### src/rtl/pipe_sym_pkg.sv
// Shared PIPE TX symbol codes, K-flag encodings and framer state encoding.
// The framer and the SKP scheduler both import this package.
package pipe_sym_pkg;

    localparam logic [7:0] K_STP    = 8'hFB;
    localparam logic [7:0] K_END    = 8'hFD;
    localparam logic [7:0] K_EDB    = 8'hFE;
    localparam logic [7:0] K_COM    = 8'hBC;
    localparam logic [7:0] K_SKP    = 8'h1C;
    localparam logic [7:0] IDLE_SYM = 8'h00;

    // One K-flag per byte lane; bit0 covers the earlier symbol in [7:0].
    localparam logic [1:0] CTL_NONE = 2'b00;
    localparam logic [1:0] CTL_LO   = 2'b01;
    localparam logic [1:0] CTL_HI   = 2'b10;
    localparam logic [1:0] CTL_BOTH = 2'b11;

    typedef enum logic [2:0] {
        ST_IDLE  = 3'd0,
        ST_DATA  = 3'd1,
        ST_END   = 3'd2,
        ST_DRAIN = 3'd3,
        ST_SKP0  = 3'd4,
        ST_SKP1  = 3'd5
    } tx_state_e;

endpackage

### src/rtl/pipe_skp_sched.sv
// Free-running SKP interval timer; raises skp_pending on expiry and holds
// it until the framer takes the ordered set. At most one SKP is ever owed.
module pipe_skp_sched #(
    parameter int SKP_INTERVAL = 590
) (
    input  logic clk,
    input  logic rst,
    input  logic skp_taken,
    output logic skp_pending
);

    localparam int CW = (SKP_INTERVAL > 2) ? $clog2(SKP_INTERVAL) : 2;
    localparam logic [CW-1:0] RELOAD = CW'(SKP_INTERVAL - 1);

    logic [CW-1:0] cnt_q;
    logic [CW-1:0] cnt_d;
    logic          pend_q;
    logic          pend_d;
    logic          expire;

    assign expire = (cnt_q == '0);

    // An expiry coinciding with a take re-arms the request for the next slot.
    always_comb begin
        cnt_d  = expire ? RELOAD : (cnt_q - 1'b1);
        pend_d = expire | (pend_q & ~skp_taken);
    end

    always_ff @(posedge clk) begin
        if (rst) begin
            cnt_q  <= RELOAD;
            pend_q <= 1'b0;
        end else begin
            cnt_q  <= cnt_d;
            pend_q <= pend_d;
        end
    end

    assign skp_pending = pend_q;

endmodule

### src/rtl/pipe_tx_framer.sv
// PIPE TX framer: wraps 16-bit link-layer beats in STP/END, nullifies with EDB
// on source underrun, and slots SKP ordered sets in between packets.
module pipe_tx_framer
    import pipe_sym_pkg::*;
#(
    parameter int SKP_INTERVAL = 590
) (
    input  logic        clk_in,
    input  logic        rst_in,
    input  logic        tx_en_in,
    input  logic        s_valid_in,
    output logic        s_ready_out,
    input  logic [15:0] s_data_in,
    input  logic        s_first_in,
    input  logic        s_last_in,
    output logic [15:0] tx_data_out,
    output logic [1:0]  tx_ctl_out,
    output logic        err_underrun_out,
    output logic        err_framing_out
);

    tx_state_e   state_q;
    tx_state_e   state_d;
    tx_state_e   state_eff;
    logic [7:0]  hold_q;
    logic [7:0]  hold_d;
    logic [15:0] data_q;
    logic [15:0] data_d;
    logic [1:0]  ctl_q;
    logic [1:0]  ctl_d;
    logic        unf_q;
    logic        unf_d;
    logic        frm_q;
    logic        frm_d;
    logic        s_ready;
    logic        skp_taken;
    logic        skp_pending;

    pipe_skp_sched #(
        .SKP_INTERVAL(SKP_INTERVAL)
    ) u_skp_sched (
        .clk        (clk_in),
        .rst        (rst_in),
        .skp_taken  (skp_taken),
        .skp_pending(skp_pending)
    );

    always_comb begin
        // A pending SKP pre-empts IDLE in the same cycle, so the ordered set
        // follows END with no idle gap and a competing packet stalls 2 cycles.
        state_eff = state_q;
        if ((state_q == ST_IDLE) && skp_pending) begin
            state_eff = ST_SKP0;
        end

        state_d   = state_q;
        hold_d    = hold_q;
        data_d    = {IDLE_SYM, IDLE_SYM};
        ctl_d     = CTL_NONE;
        unf_d     = 1'b0;
        frm_d     = 1'b0;
        s_ready   = 1'b0;
        skp_taken = 1'b0;

        case (state_eff)
            ST_IDLE: begin
                s_ready = tx_en_in | ~s_first_in;
                if (s_valid_in && s_ready) begin
                    if (s_first_in) begin
                        data_d  = {s_data_in[7:0], K_STP};
                        ctl_d   = CTL_LO;
                        hold_d  = s_data_in[15:8];
                        state_d = s_last_in ? ST_END : ST_DATA;
                    end else begin
                        frm_d = 1'b1;
                    end
                end
            end
            ST_DATA: begin
                s_ready = 1'b1;
                if (s_valid_in) begin
                    data_d = {s_data_in[7:0], hold_q};
                    hold_d = s_data_in[15:8];
                    if (s_last_in) begin
                        state_d = ST_END;
                    end
                end else begin
                    data_d  = {K_EDB, hold_q};
                    ctl_d   = CTL_HI;
                    unf_d   = 1'b1;
                    state_d = ST_DRAIN;
                end
            end
            ST_END: begin
                data_d  = {K_END, hold_q};
                ctl_d   = CTL_HI;
                state_d = ST_IDLE;
            end
            ST_DRAIN: begin
                s_ready = 1'b1;
                if (s_valid_in && s_last_in) begin
                    state_d = ST_IDLE;
                end
            end
            ST_SKP0: begin
                data_d    = {K_SKP, K_COM};
                ctl_d     = CTL_BOTH;
                skp_taken = 1'b1;
                state_d   = ST_SKP1;
            end
            ST_SKP1: begin
                data_d  = {K_SKP, K_SKP};
                ctl_d   = CTL_BOTH;
                state_d = ST_IDLE;
            end
            default: begin
                state_d = ST_IDLE;
            end
        endcase
    end

    always_ff @(posedge clk_in) begin
        if (rst_in) begin
            state_q <= ST_IDLE;
            hold_q  <= 8'h00;
            data_q  <= 16'h0000;
            ctl_q   <= CTL_NONE;
            unf_q   <= 1'b0;
            frm_q   <= 1'b0;
        end else begin
            state_q <= state_d;
            hold_q  <= hold_d;
            data_q  <= data_d;
            ctl_q   <= ctl_d;
            unf_q   <= unf_d;
            frm_q   <= frm_d;
        end
    end

    assign s_ready_out      = s_ready;
    assign tx_data_out      = data_q;
    assign tx_ctl_out       = ctl_q;
    assign err_underrun_out = unf_q;
    assign err_framing_out  = frm_q;

endmodule

### config.mk
export PLATFORM = sky130hd
export DESIGN_NAME = pipe_tx_framer
export DESIGN_NICKNAME = d
export VERILOG_FILES = /design/src/rtl/pipe_sym_pkg.sv /design/src/rtl/pipe_skp_sched.sv /design/src/rtl/pipe_tx_framer.sv
export SDC_FILE = /design/constraint.sdc
export NUM_CORES = 1
export LEC_CHECK = 0
export ABC_AREA = 1
export BUFFER_PORTS_ARGS = -buffer_cell sky130_fd_sc_hd__buf_4
export CORE_ASPECT_RATIO = 1.75
export CORE_MARGIN = 4
export CORE_UTILIZATION = 35
export CTS_CLUSTER_DIAMETER = 30
export DETAILED_ROUTE_END_ITERATION = 7
export GPL_ROUTABILITY_DRIVEN = 1
export PLACE_DENSITY_LB_ADDON = 0.2
export SETUP_SLACK_MARGIN = 0.15
export SLEW_MARGIN = 20
export SYNTH_ARGS = -nofsm -noshare
export SYNTH_HDL_FRONTEND = slang
export SYNTH_SLANG_ARGS = --single-unit
### constraint.sdc
create_clock -name clk_in -period 1.6 [get_ports clk_in]
set_clock_uncertainty 0.2 [all_clocks]
set_input_delay 0 -clock clk_in [delete_from_list [all_inputs] [get_ports clk_in]]
set_output_delay 0 -clock clk_in [all_outputs]
set_load 0.01 [all_outputs]
* Word level (Yosys, flattened, before mapping)
Cells that the tools add are included.
Word-level totals: bits in registers 42, input bits 22, output and inout bits 21, word-level logic and storage cells 65
Cells by class: add/subtract/negate cells 1, equal/unequal tests 10, mux-type cells 24, bitwise operators 8, reduce and logical (&&, ||, !) cells 14
Operators with widths (count):
- $pmux W16 S5 | 1
- $mux W16 | 3
- $mux W8 | 3
- $mux W3 | 6
- $pmux W8 S2 | 1
- $pmux W3 S4 | 1
- $logic_not A10 Y1 | 1
- $sub A10 B1 Y10 const B | 1
- $ne A2 B2 Y1 const B | 4
- $pmux W2 S4 | 1
- $reduce_and A4 Y1 | 2
- $reduce_or A2 Y1 | 4
- $eq A3 B2 Y1 const B | 2
- $eq A3 B3 Y1 const B | 2
- $logic_not A3 Y1 | 2
- $mux W1 | 5
- $not A1 Y1 | 5
- $mux W2 | 2
- $eq A3 B1 Y1 const B | 1
- $logic_and A1 B1 Y1 | 3
- $ne A3 B3 Y1 const B | 1
- $reduce_or A3 Y1 | 1
- $or A1 B1 Y1 | 2
- $pmux W1 S2 | 1
- 2 further kinds | 2

* Longest topological paths before layout
Gate-level depths: netlist of the first run.
depth after elaboration 8, gate-level depth with buffers 8, gate-level depth less buffers 8

* Modules after synthesis
A second synthesis of the first run with hierarchy kept.
Unflattened totals: cells, all modules 250, area total of the unflattened synthesis 1900.6 µm²
By module, submodules not included:
- pipe_tx_framer | instances 1, cells an instance 180, area an instance 1352.5 µm², seq. area each 620.6 µm²
- pipe_skp_sched | instances 1, cells an instance 70, area an instance 548.0 µm², seq. area each 220.2 µm²

* Worst setup path before layout of the first run
No wires, ideal clock.
kind reg2reg, start point register u_skp_sched.cnt_q[0], end point register u_skp_sched.cnt_q[9], library setup time 0.059 ns, arrival time 1.164 ns, data required time 1.341 ns, setup slack 0.177 ns, stages on the path, launching flop included 9, buffers on the path 0, period minus slack after synthesis 1.423 ns, cells stage by stage dfxtp_1 inv_1 ha_1 nand2_1 nor2_1 nand3_1 nand2_1 inv_1 nand2_1
On the way: longest elaborated chain between the ends 2, elaborated cells on any way between the ends 3, those cells by class add/sub (1); reduce/logical (2)
RTL lines:
- start, declared | line pipe_skp_sched.sv:15 | logic [CW-1:0] cnt_q;
- start signal, assigned | line pipe_skp_sched.sv:34 | cnt_q <= cnt_d;
- parallel branches: the longest is 2 deep, another holds $sub A10 B1 Y10
Several ways; the timed one is not identified. A chain may end at the register's enable or synchronous reset.

* Worst setup path in the final report of the first run
start point register state_q[0], end point register data_q[4], in the netlist tx_data_out[4]
On the way: longest elaborated chain between the ends 5, elaborated cells on any way between the ends 9, those cells by class eq/ne (4); mux (2); reduce/logical (3)
RTL lines:
- start, declared | line pipe_tx_framer.sv:22 | tx_state_e state_q;
- start signal, assigned | line pipe_tx_framer.sv:131 | state_q <= state_d;
- $logic_not A3 Y1 | line pipe_tx_framer.sv:52 | if ((state_q == ST_IDLE) && skp_pending) begin
- $logic_and A1 B1 Y1 | line pipe_tx_framer.sv:52
- $mux W3 * | line pipe_tx_framer.sv:52
- $eq A3 B3 Y1, or another cell as far along | line pipe_tx_framer.sv:65 | case (state_eff)
- $pmux W16 S5 * | line pipe_tx_framer.sv:65
- end signal, assigned | line pipe_tx_framer.sv:133 | data_q <= data_d;
- end, declared | line pipe_tx_framer.sv:27 | logic [15:0] data_q;
Every way passes the cells marked *; elsewhere a longest branch is shown, timed or not.

==> flow_summary_export.csv, run 1 <==
group,metric,value,unit
global_route,antenna_found_initial,0,
global_route,grt_max_degree,13,
worst_setup_path,cp_slowest_cell,"dfxtp_4",
worst_setup_path,path_cells,"nor2_4 > buf_4 > a21oi_2 > buf_4 > or2_4 > nand3_1",
floorplan,initial_core_util,0.3600,
place,place_area,2215,um2
logic_synthesis,synth_enable_flop_cells,0,
logic_synthesis,synth.most_common_cell,"nand2_1",
logic_synthesis,synthTopCellsByArea,"dfxtp_1 47%, nand2_1 14%, nor2_1 11%",
logic_synthesis,syn_nets,274,
floorplan,core_region_area,4935,um2
logic_synthesis,synth_seq_cells,42,
worst_setup_path,cp_common_cell,"buf_4",
logic_synthesis,yosysWarnings,0,
min_path,min_from,"s_valid_in",
status,run_status,"finished, final reports clean",
worst_setup_path,critical_path.max_fanout,5,
worst_setup_path,worstReg2RegStart,"state_q[0]",
logic_synthesis,synth_area_leader_cell,"dfxtp_1",
drt,drt_iter0_markers,49,
logic_synthesis,netlist-cell-type-count,29,
min_path,hold-path-endpoint,"hold_q[2]",
logic_synthesis,synth_top_area_frac,0.4732,
floorplan,die_w,61.86,um
logic_synthesis,synth_flop_cell,"dfxtp_1",
timing,setup_tns,0,ps
power,powerDensity,1357,nW/um2
drt,routed_wl,4.731,mm
drt,via_count,1830,
job,cap_violations,0,
power,leakage,1.334,nW
final_layout,nFillCells,474,
worst_setup_path,ff2ff_path_depth,6,
worst_setup_path,timing.rr.end,"tx_data_out[4]",
timing,rsz0062_at_grt,"yes",
timing,finalSetupViolations,0,
floorplan,die_area,6325,um2
clock_tree,cts_tree,"done",
timing,slew_violations,0,
clock_tree,clk_root_buffer_cell,"clkbuf_8",
drt,drc,0,
min_path,min-delay-path-class,"in2reg",
timing,fin_crit_sh,0.9019,
logic_synthesis,synth_area_per_cell,7.079,um2
floorplan,fp-row-count,34,
floorplan,io_pins,43,
timing,max_freq,0.6930,GHz
worst_setup_path,arrival,1470,ps
place,gp_congestion,0.9404,
timing,maxSlewHeadroom,0.8269,
drt,drtPass1Iterations,4,
global_route,grt_pass1_vias,1734,
place,dp_hpwl,3.328,mm
floorplan,dieHeight,102.3,um
final_layout,area_growth,55.00,%
timing,hold_violations,0,
logic_synthesis,async_reset_ff_frac,0,
place,place_inst,353,
final_layout,design_area,2754,um2
clock_tree,clockBufferDepth,2,
worst_setup_path,critPathTopFamily,"simple AND/OR/NAND/NOR gates",
worst_setup_path,rrSetupSlack,160,ps
clock_tree,h-tree-depth,2,
timing,finalCriticalPeriod,1443,ps
final_layout,diodes,0,
logic_synthesis,syn_inst,251,
timing,worst_pin_slew,257.9,ps
min_path,hold_path_depth,5,
global_route,grt_pass1_wl,7.521,mm
logic_synthesis,synth_commonest_cells,"64 x nand2_1, 54 x nor2_1, 42 x dfxtp_1",
worst_setup_path,required,1630,ps
clock_tree,clkTransAtPathRegs,80,ps
drt,via_per_inst,4.680,
logic_synthesis,netlist_area,1777,um2
worst_setup_path,crit_path_end_kind,"flip-flop",
global_route,gr-usage-all-layers,0.1595,
power,peakVddDrop,0.0009202,V
worst_setup_path,critPathBufInv,2,
clock_tree,cts_buffers,5,
clock_tree,clk-insertion-delay-late,290,ps
final_layout,stdcell_count,391,
clock_tree,cts.sinks,42,
drt,ant_nets,0,
timing,whs,20.43,ps
worst_setup_path,critPathLaunchType,"flip-flop",
power,power.total,3.738,mW
worst_setup_path,path_class,"reg2reg",
final_layout,drive_gt1_frac,0.3145,
place,portBuffers,42,
final_layout,nets,359,
worst_setup_path,cpPeakStageDelay,370,ps
drt,wire_per_inst,12.10,um
global_route,overflow,0,
logic_synthesis,ys_seq_area_frac,0.4732,
worst_setup_path,critPathLaunch,"state_q[0]",
[layout make-up]
cell class	instances	area, um2	area share
Timing Repair Buffer	82	684.4	0.2485
Sequential cell	42	852.1	0.3094
Tap cell	54	67.56	0.02453
Clock buffer	7	76.32	0.02771
Inverter	29	113.9	0.04134
Clock inverter	1	30.03	0.01090
Multi-Input combinational cell	176	929.6	0.3376
[registers in the layout, indices dropped and copies added, names as in the netlist]
signal	flops
tx_data_out	16
u_skp_sched.cnt_q	10
hold_q	8
state_q	3
tx_ctl_out	2
err_framing_out	1
err_underrun_out	1
u_skp_sched.skp_pending	1
[per-layer routing]
metal / part of all wire / GRT usage / up-vias
li1: - / - / 960
met5: 0 / 0 / -
met1: 0.37 / 0.1621 / 809
met3: 0.042 / 0.03161 / 13
met4: 0.033 / 0.07843 / 0
met2: 0.56 / 0.2930 / 48
[worst max-delay path by stage]
stage	to	slack [ps]	cells past startpoint
finish	tx_data_out[4]	160	6
global route	hold_q[4]	90	6
CTS	s_ready_out	130	5
detailed placement	tx_data_out[14]	60	7
global placement	tx_data_out[13]	80	7
floorplan	u_skp_sched.cnt_q[9]	180	8
[metrics by stage]
step	utilization	setup WS, ps
global route	0.5581	88.26
finish	0.5581	157.0
detailed placement	0.4488	59.54
global placement	0.4488	79.40
floorplan	-	177.3
CTS	0.5307	127.0
[report_power, final]
part	total (mW)	internal, mW	switching, mW
combinational	1.57	0.748	0.817
sequential	1.36	1.25	0.111
clock	0.809	0.467	0.343
[cells by family after synthesis]
logic type	share of synthesized area
xor+xnor	0.01479
compound gates	0.05775
flops	0.4732
buf+inv	0.07253
fa+ha+maj	0.007041
simple gates	0.3747
[worst reg2reg max path: cells and delay by family, from the launching register on]
family          cells  cell delay (ps)
simple gates        3              460
flops               1              370
buf+inv             2              300
compound gates      1               50
[cell usage in the layout (no fill, tap or decap), types with 3 or more instances in the layout]
cell and n:
buf_6 3, dfxtp_2 3, clkbuf_8 5, nand2_1 59
nand3_2 3, o21ai_1 3, nor2_1 45, inv_2 4
o21ai_0 4, a21oi_1 5, buf_4 56, dlygate4sd3_1 23
nand3_1 17, inv_1 23, nand2_2 4, nand4_1 6
dfxtp_1 37, nor2_2 6, nor2_4 4
[what timing repair did]
item | in CTS | in global routing
gates cloned | 0 | 1
hold buffers | 23 | 0
pin swaps | 4 | 16
gates resized for setup | 16 | 31
setup endpoints to repair | 31 | 33
hold endpoints to repair | 36 | 0
setup buffers | 4 | 2
No activity file was read; power rests on OpenSTA's default activity.
==> run 2, diff against run 1 <==
--- a/config.mk
+++ b/config.mk
@@ -7,6 +7,8 @@
 export LEC_CHECK = 0
 export ABC_AREA = 1
 export BUFFER_PORTS_ARGS = -buffer_cell sky130_fd_sc_hd__buf_4
+export CELL_PAD_IN_SITES_DETAIL_PLACEMENT = 0
+export CELL_PAD_IN_SITES_GLOBAL_PLACEMENT = 1
 export CORE_ASPECT_RATIO = 1.75
 export CORE_MARGIN = 4
 export CORE_UTILIZATION = 35
==> flow_summary_export.csv, run 2 (synthesized netlist as in run 1, its figures left out) <==
group,metric,value,unit
status,run_status,"finished, final reports clean",
worst_setup_path,path_cells,"nor2_4 > nand3_4 > buf_6 > o22ai_2 > buf_4",
final_layout,diodes,0,
global_route,grt_pass1_vias,1689,
final_layout,largest_reg_flops,16,
final_layout,drive_gt1_frac,0.3024,
drt,drc,0,
clock_tree,cts_buffers,5,
timing,finalSetupViolations,0,
final_layout,area_growth,49.37,%
power,peakVddDrop,0.0008708,V
worst_setup_path,arrival,1240,ps
floorplan,dieHeight,102.3,um
timing,fin_crit_sh,0.9014,
worst_setup_path,ff2ff_path_depth,7,
min_path,hold_path_depth,5,
worst_setup_path,path_class,"reg2out",
power,leakage,1.291,nW
clock_tree,clockBufferDepth,2,
drt,via_count,1737,
place,dp_hpwl,3.337,mm
floorplan,fp-row-count,34,
floorplan,core_region_area,4935,um2
worst_setup_path,cpPeakStageDelay,360,ps
final_layout,final_cell_mix,"60 x nand2_1, 55 x buf_4, 47 x nor2_1, 38 x dfxtp_1",
global_route,grt_max_degree,14,
final_layout,final_common_cell,"nand2_1",
clock_tree,cts_tree,"done",
clock_tree,cts.sinks,42,
job,cap_violations,0,
global_route,antenna_found_initial,0,
timing,slew_violations,0,
timing,rsz0062_at_grt,"yes",
clock_tree,h-tree-depth,2,
timing,setup_tns,0,ps
worst_setup_path,critPathTopFamily,"flip-flops",
worst_setup_path,critical_path.max_fanout,4,
min_path,min_from,"s_valid_in",
place,portBuffers,42,
power,powerDensity,1309,nW/um2
clock_tree,clk_root_buffer_cell,"clkbuf_8",
final_layout,final_util,0.5378,
floorplan,die_area,6325,um2
worst_setup_path,critPathBufInv,2,
drt,wire_per_inst,11.85,um
clock_tree,clk-insertion-delay-late,290,ps
drt,drt_iter0_markers,43,
global_route,grt_pass1_wl,7.527,mm
timing,worst_pin_slew,338.8,ps
global_route,overflow,0,
worst_setup_path,worstReg2RegStart,"state_q[0]",
floorplan,die_w,61.86,um
worst_setup_path,critPathLaunch,"state_q[0]",
timing,finalCriticalPeriod,1442,ps
timing,hold_violations,0,
clock_tree,clkTransAtPathRegs,80,ps
floorplan,io_pins,43,
worst_setup_path,cp_slowest_cell,"dfxtp_2",
floorplan,initial_core_util,0.3600,
drt,routed_wl,4.596,mm
worst_setup_path,critPathLaunchType,"flip-flop",
min_path,min-delay-path-class,"in2reg",
global_route,gr-usage-all-layers,0.1597,
worst_setup_path,required,1400,ps
drt,ant_nets,0,
final_layout,nFillCells,504,
worst_setup_path,rrSetupSlack,170,ps
place,gp_congestion,0.8247,
timing,maxSlewHeadroom,0.7729,
power,power.total,3.473,mW
worst_setup_path,crit_path_end_kind,"primary output",
drt,via_per_inst,4.477,
timing,max_freq,0.6934,GHz
worst_setup_path,timing.rr.end,"tx_data_out[11]",
final_layout,nets,356,
min_path,hold-path-endpoint,"hold_q[2]",
drt,drtPass1Iterations,4,
==> run 2: changes by cell type in the layout (fill, tap and decap cells not counted), sizes merged <==
cell | previous run | this run
buf | 59 | 56
clkinv | 0 | 2
bufinv | 1 | 0
clkbuf | 7 | 6
==> run 2: what timing repair did <==
action | 4_1_cts | 5_1_grt
buffers inserted | 4 | 0
hold buffers | 23 | 0
gates resized for setup | 20 | 11
hold endpoints to repair | 31 | 0
pin swaps | 2 | 4
endpoints found under the setup margin | 31 | 36
==> run 2: worst max-delay path by stage <==
stage / to / slack, ps / cells past startpoint
after floorplan: u_skp_sched.cnt_q[9] / 180 / 8
after global placement: u_skp_sched.cnt_q[9] / -10 / 8
after detailed placement: u_skp_sched.cnt_q[9] / -40 / 8
after CTS: s_ready_out / 130 / 5
after global routing: tx_data_out[14] / 90 / 8
final: s_ready_out / 160 / 5
==> run 2: through the flow <==
stage / hold WS [ps] / cells / setup WS, ps / area, um2
floorplan: -121.5 / 251 / 177.3 / 1777
global placement: 1.146 / 353 / -10.90 / 2215
detailed placement: -2.802 / 353 / -38.35 / 2215
CTS: 20.19 / 388 / 129.8 / 2620
global route: 41.19 / 388 / 93.09 / 2654
finish: 26.23 / 388 / 157.7 / 2654
==> run 2: report_power, final <==
group / internal, mW / total, mW / switching (mW)
sequential: 1.25 / 1.36 / 0.110
combinational: 0.667 / 1.44 / 0.772
clock: 0.308 / 0.677 / 0.369
==> run 2: area by class of cell <==
| class | instances | area (um2) | area share |
|---|---|---|---|
| multi-input combinational | 176 | 888.4 | 0.3347 |
| clock buffer | 6 | 72.57 | 0.02735 |
| clock inverter | 2 | 13.76 | 0.005186 |
| tap | 54 | 67.56 | 0.02546 |
| timing repair buffer | 79 | 654.4 | 0.2466 |
| sequential | 42 | 848.3 | 0.3197 |
| inverter | 29 | 108.9 | 0.04102 |
==> run 2: metal layers <==
| layer | routed length, um | track usage | share of wire | up-vias |
|---|---|---|---|---|
| met5 | 0 | 0 | 0 | - |
| met4 | 84 | 0.06046 | 0.018 | 0 |
| met3 | 167 | 0.03413 | 0.036 | 7 |
| met2 | 2552 | 0.2922 | 0.56 | 30 |
| met1 | 1793 | 0.1704 | 0.39 | 746 |
| li1 | - | - | - | 954 |
==> run 2: worst reg2reg max path, stage by stage (launching register included) <==
cell	delay, ps
dfxtp_2	360
nor2_4	150
nand3_4	100
buf_6	130
buf_4	150
nor3_1	140
nor2_1	70
nor2_1	70
==> run 3, diff against run 2 <==
--- a/config.mk
+++ b/config.mk
@@ -12,10 +12,12 @@
 export CORE_ASPECT_RATIO = 1.75
 export CORE_MARGIN = 4
 export CORE_UTILIZATION = 35
+export CTS_BUF_LIST = sky130_fd_sc_hd__clkbuf_8
 export CTS_CLUSTER_DIAMETER = 30
 export DETAILED_ROUTE_END_ITERATION = 7
 export GPL_ROUTABILITY_DRIVEN = 1
 export PLACE_DENSITY_LB_ADDON = 0.2
+export REMOVE_ABC_BUFFERS = 1
 export SETUP_SLACK_MARGIN = 0.15
 export SLEW_MARGIN = 20
 export SYNTH_ARGS = -nofsm -noshare
==> flow_summary_export.csv, run 3 (synthesized netlist as in run 1, its figures left out) <==
group,metric,value,unit
status,run_status,"finished, final reports clean",
global_route,grt_pass1_wl,8.059,mm
floorplan,dieHeight,102.3,um
timing,worst_pin_slew,236.6,ps
clock_tree,clk-insertion-delay-late,290,ps
power,p_int,2.469,mW
drt,drc,0,
global_route,grt_pass1_vias,1865,
final_layout,diodes,0,
power,leakage,1.328,nW
power,clockPowerShare,0.222,
worst_setup_path,path_class,"reg2out",
power,seqPwrFrac,0.360,
final_layout,nFillCells,459,
timing,finalCriticalPeriod,1489,ps
final_layout,area_growth,54.86,%
power,powerDensity,1369,nW/um2
drt,drt_iter0_markers,72,
clock_tree,h-tree-depth,2,
drt,via_per_inst,4.686,
timing,maxSlewHeadroom,0.8406,
final_layout,nets,360,
timing,rsz0062_at_grt,"yes",
timing,fin_crit_sh,0.9304,
floorplan,die_w,61.86,um
place,dp_hpwl,3.394,mm
final_layout,final_common_cell,"buf_4",
drt,ant_nets,0,
clock_tree,cts_tree,"done",
job,cap_violations,0,
floorplan,die_area,6325,um2
final_layout,largest_reg_flops,16,
clock_tree,cts.sinks,42,
place,portBuffers,42,
final_layout,final_util,0.5576,
worst_setup_path,critical_path.max_fanout,4,
worst_setup_path,critPathLaunchType,"flip-flop",
drt,via_count,1837,
global_route,antenna_found_initial,0,
clock_tree,clkTransAtPathRegs,80,ps
floorplan,core_region_area,4935,um2
power,peakVddDrop,0.0009933,V
worst_setup_path,arrival,1290,ps
clock_tree,cts_buffers,5,
power,switching_power,1.299,mW
power,switching_share,0.3448,
clock_tree,clk_root_buffer_cell,"clkbuf_8",
floorplan,initial_core_util,0.3600,
timing,hold_violations,0,
final_layout,drive_gt1_frac,0.3343,
drt,routed_wl,4.722,mm
timing,finalSetupViolations,0,
drt,wire_per_inst,12.05,um
floorplan,fp-row-count,34,
drt,drtPass1Iterations,4,
power,pwr-share-comb,0.419,
global_route,overflow,0,
global_route,gr-usage-all-layers,0.1704,
min_path,min-delay-path-class,"reg2reg",
final_layout,final_cell_mix,"59 x buf_4, 58 x nand2_1, 47 x nor2_1, 38 x dfxtp_1, 22 x inv_1",
global_route,grt_max_degree,15,
floorplan,io_pins,43,
worst_setup_path,crit_path_end_kind,"primary output",
timing,slew_violations,0,
timing,max_freq,0.6717,GHz
place,gp_congestion,0.8080,
timing,setup_tns,0,ps
clock_tree,clockBufferDepth,2,
worst_setup_path,required,1400,ps
-- run 3: layout make-up --
class                           count  area, um2  share of cell area
Tap cell                           54      67.56             0.02456
Multi-Input combinational cell    176      922.1              0.3352
Timing Repair Buffer               83      686.9              0.2497
Inverter                           29      108.9             0.03956
Sequential cell                    42      853.3              0.3101
Clock buffer                        5      68.82             0.02501
Clock inverter                      3      43.79             0.01592
-- run 3: path summary, 6_finish.rpt --
kind	from	end	slack (ps)	depth (start not counted)
max	state_q[0]	s_ready_out	110	5
min	u_skp_sched.cnt_q[0]	u_skp_sched.cnt_q[0]	210	1
max reg2reg	state_q[0]	tx_data_out[3]	140	6
min reg2reg	u_skp_sched.cnt_q[0]	u_skp_sched.cnt_q[0]	210	1
-- run 3: per-layer routing --
layer	vias to the layer above	global-route usage	share of wire
met4	0	0.08987	0.040
li1	966	-	-
met1	813	0.1659	0.36
met3	18	0.03919	0.033
met2	40	0.3140	0.57
met5	-	0	0
-- run 3: metrics by stage --
| stage | std cells | worst slack, ps | total power [mW] | hold slack, ps | cell area [um2] |
|---|---|---|---|---|---|
| after floorplan | 247 | 25.01 | 2.082 | -130.9 | 1757 |
| after global placement | 355 | 75.90 | 2.640 | 1.772 | 2230 |
| after detailed placement | 355 | 25.81 | 2.636 | 0.8062 | 2230 |
| after CTS | 390 | 128.8 | 3.685 | 201.3 | 2653 |
| after global routing | 392 | 59.85 | 4.049 | 221.9 | 2751 |
| final | 392 | 111.3 | 3.768 | 210.9 | 2751 |
-- run 3: power groups by stage --
stage	registers, mW	logic [mW]	clock network [mW]
after floorplan	1.41	0.676	0
after global placement	1.37	1.27	0
after detailed placement	1.37	1.27	0
after CTS	1.35	1.46	0.874
after global routing	1.38	1.76	0.915
final	1.36	1.58	0.835
-- run 3: timing repair --
| action | 4_1_cts | 5_1_grt |
|---|---|---|
| pin swaps | 2 | 12 |
| hold endpoints to repair | 36 | 0 |
| setup endpoints to repair | 31 | 36 |
| buffers inserted | 6 | 2 |
| gates resized for setup | 19 | 25 |
| hold buffers | 21 | 0 |
-- run 3: worst max-delay path, cell delays in order (launching register included) --
cell and delay, ps:
dfxtp_4 370, nor2_4 140, nand3_4 110, buf_6 140, o22ai_2 90, buf_4 140
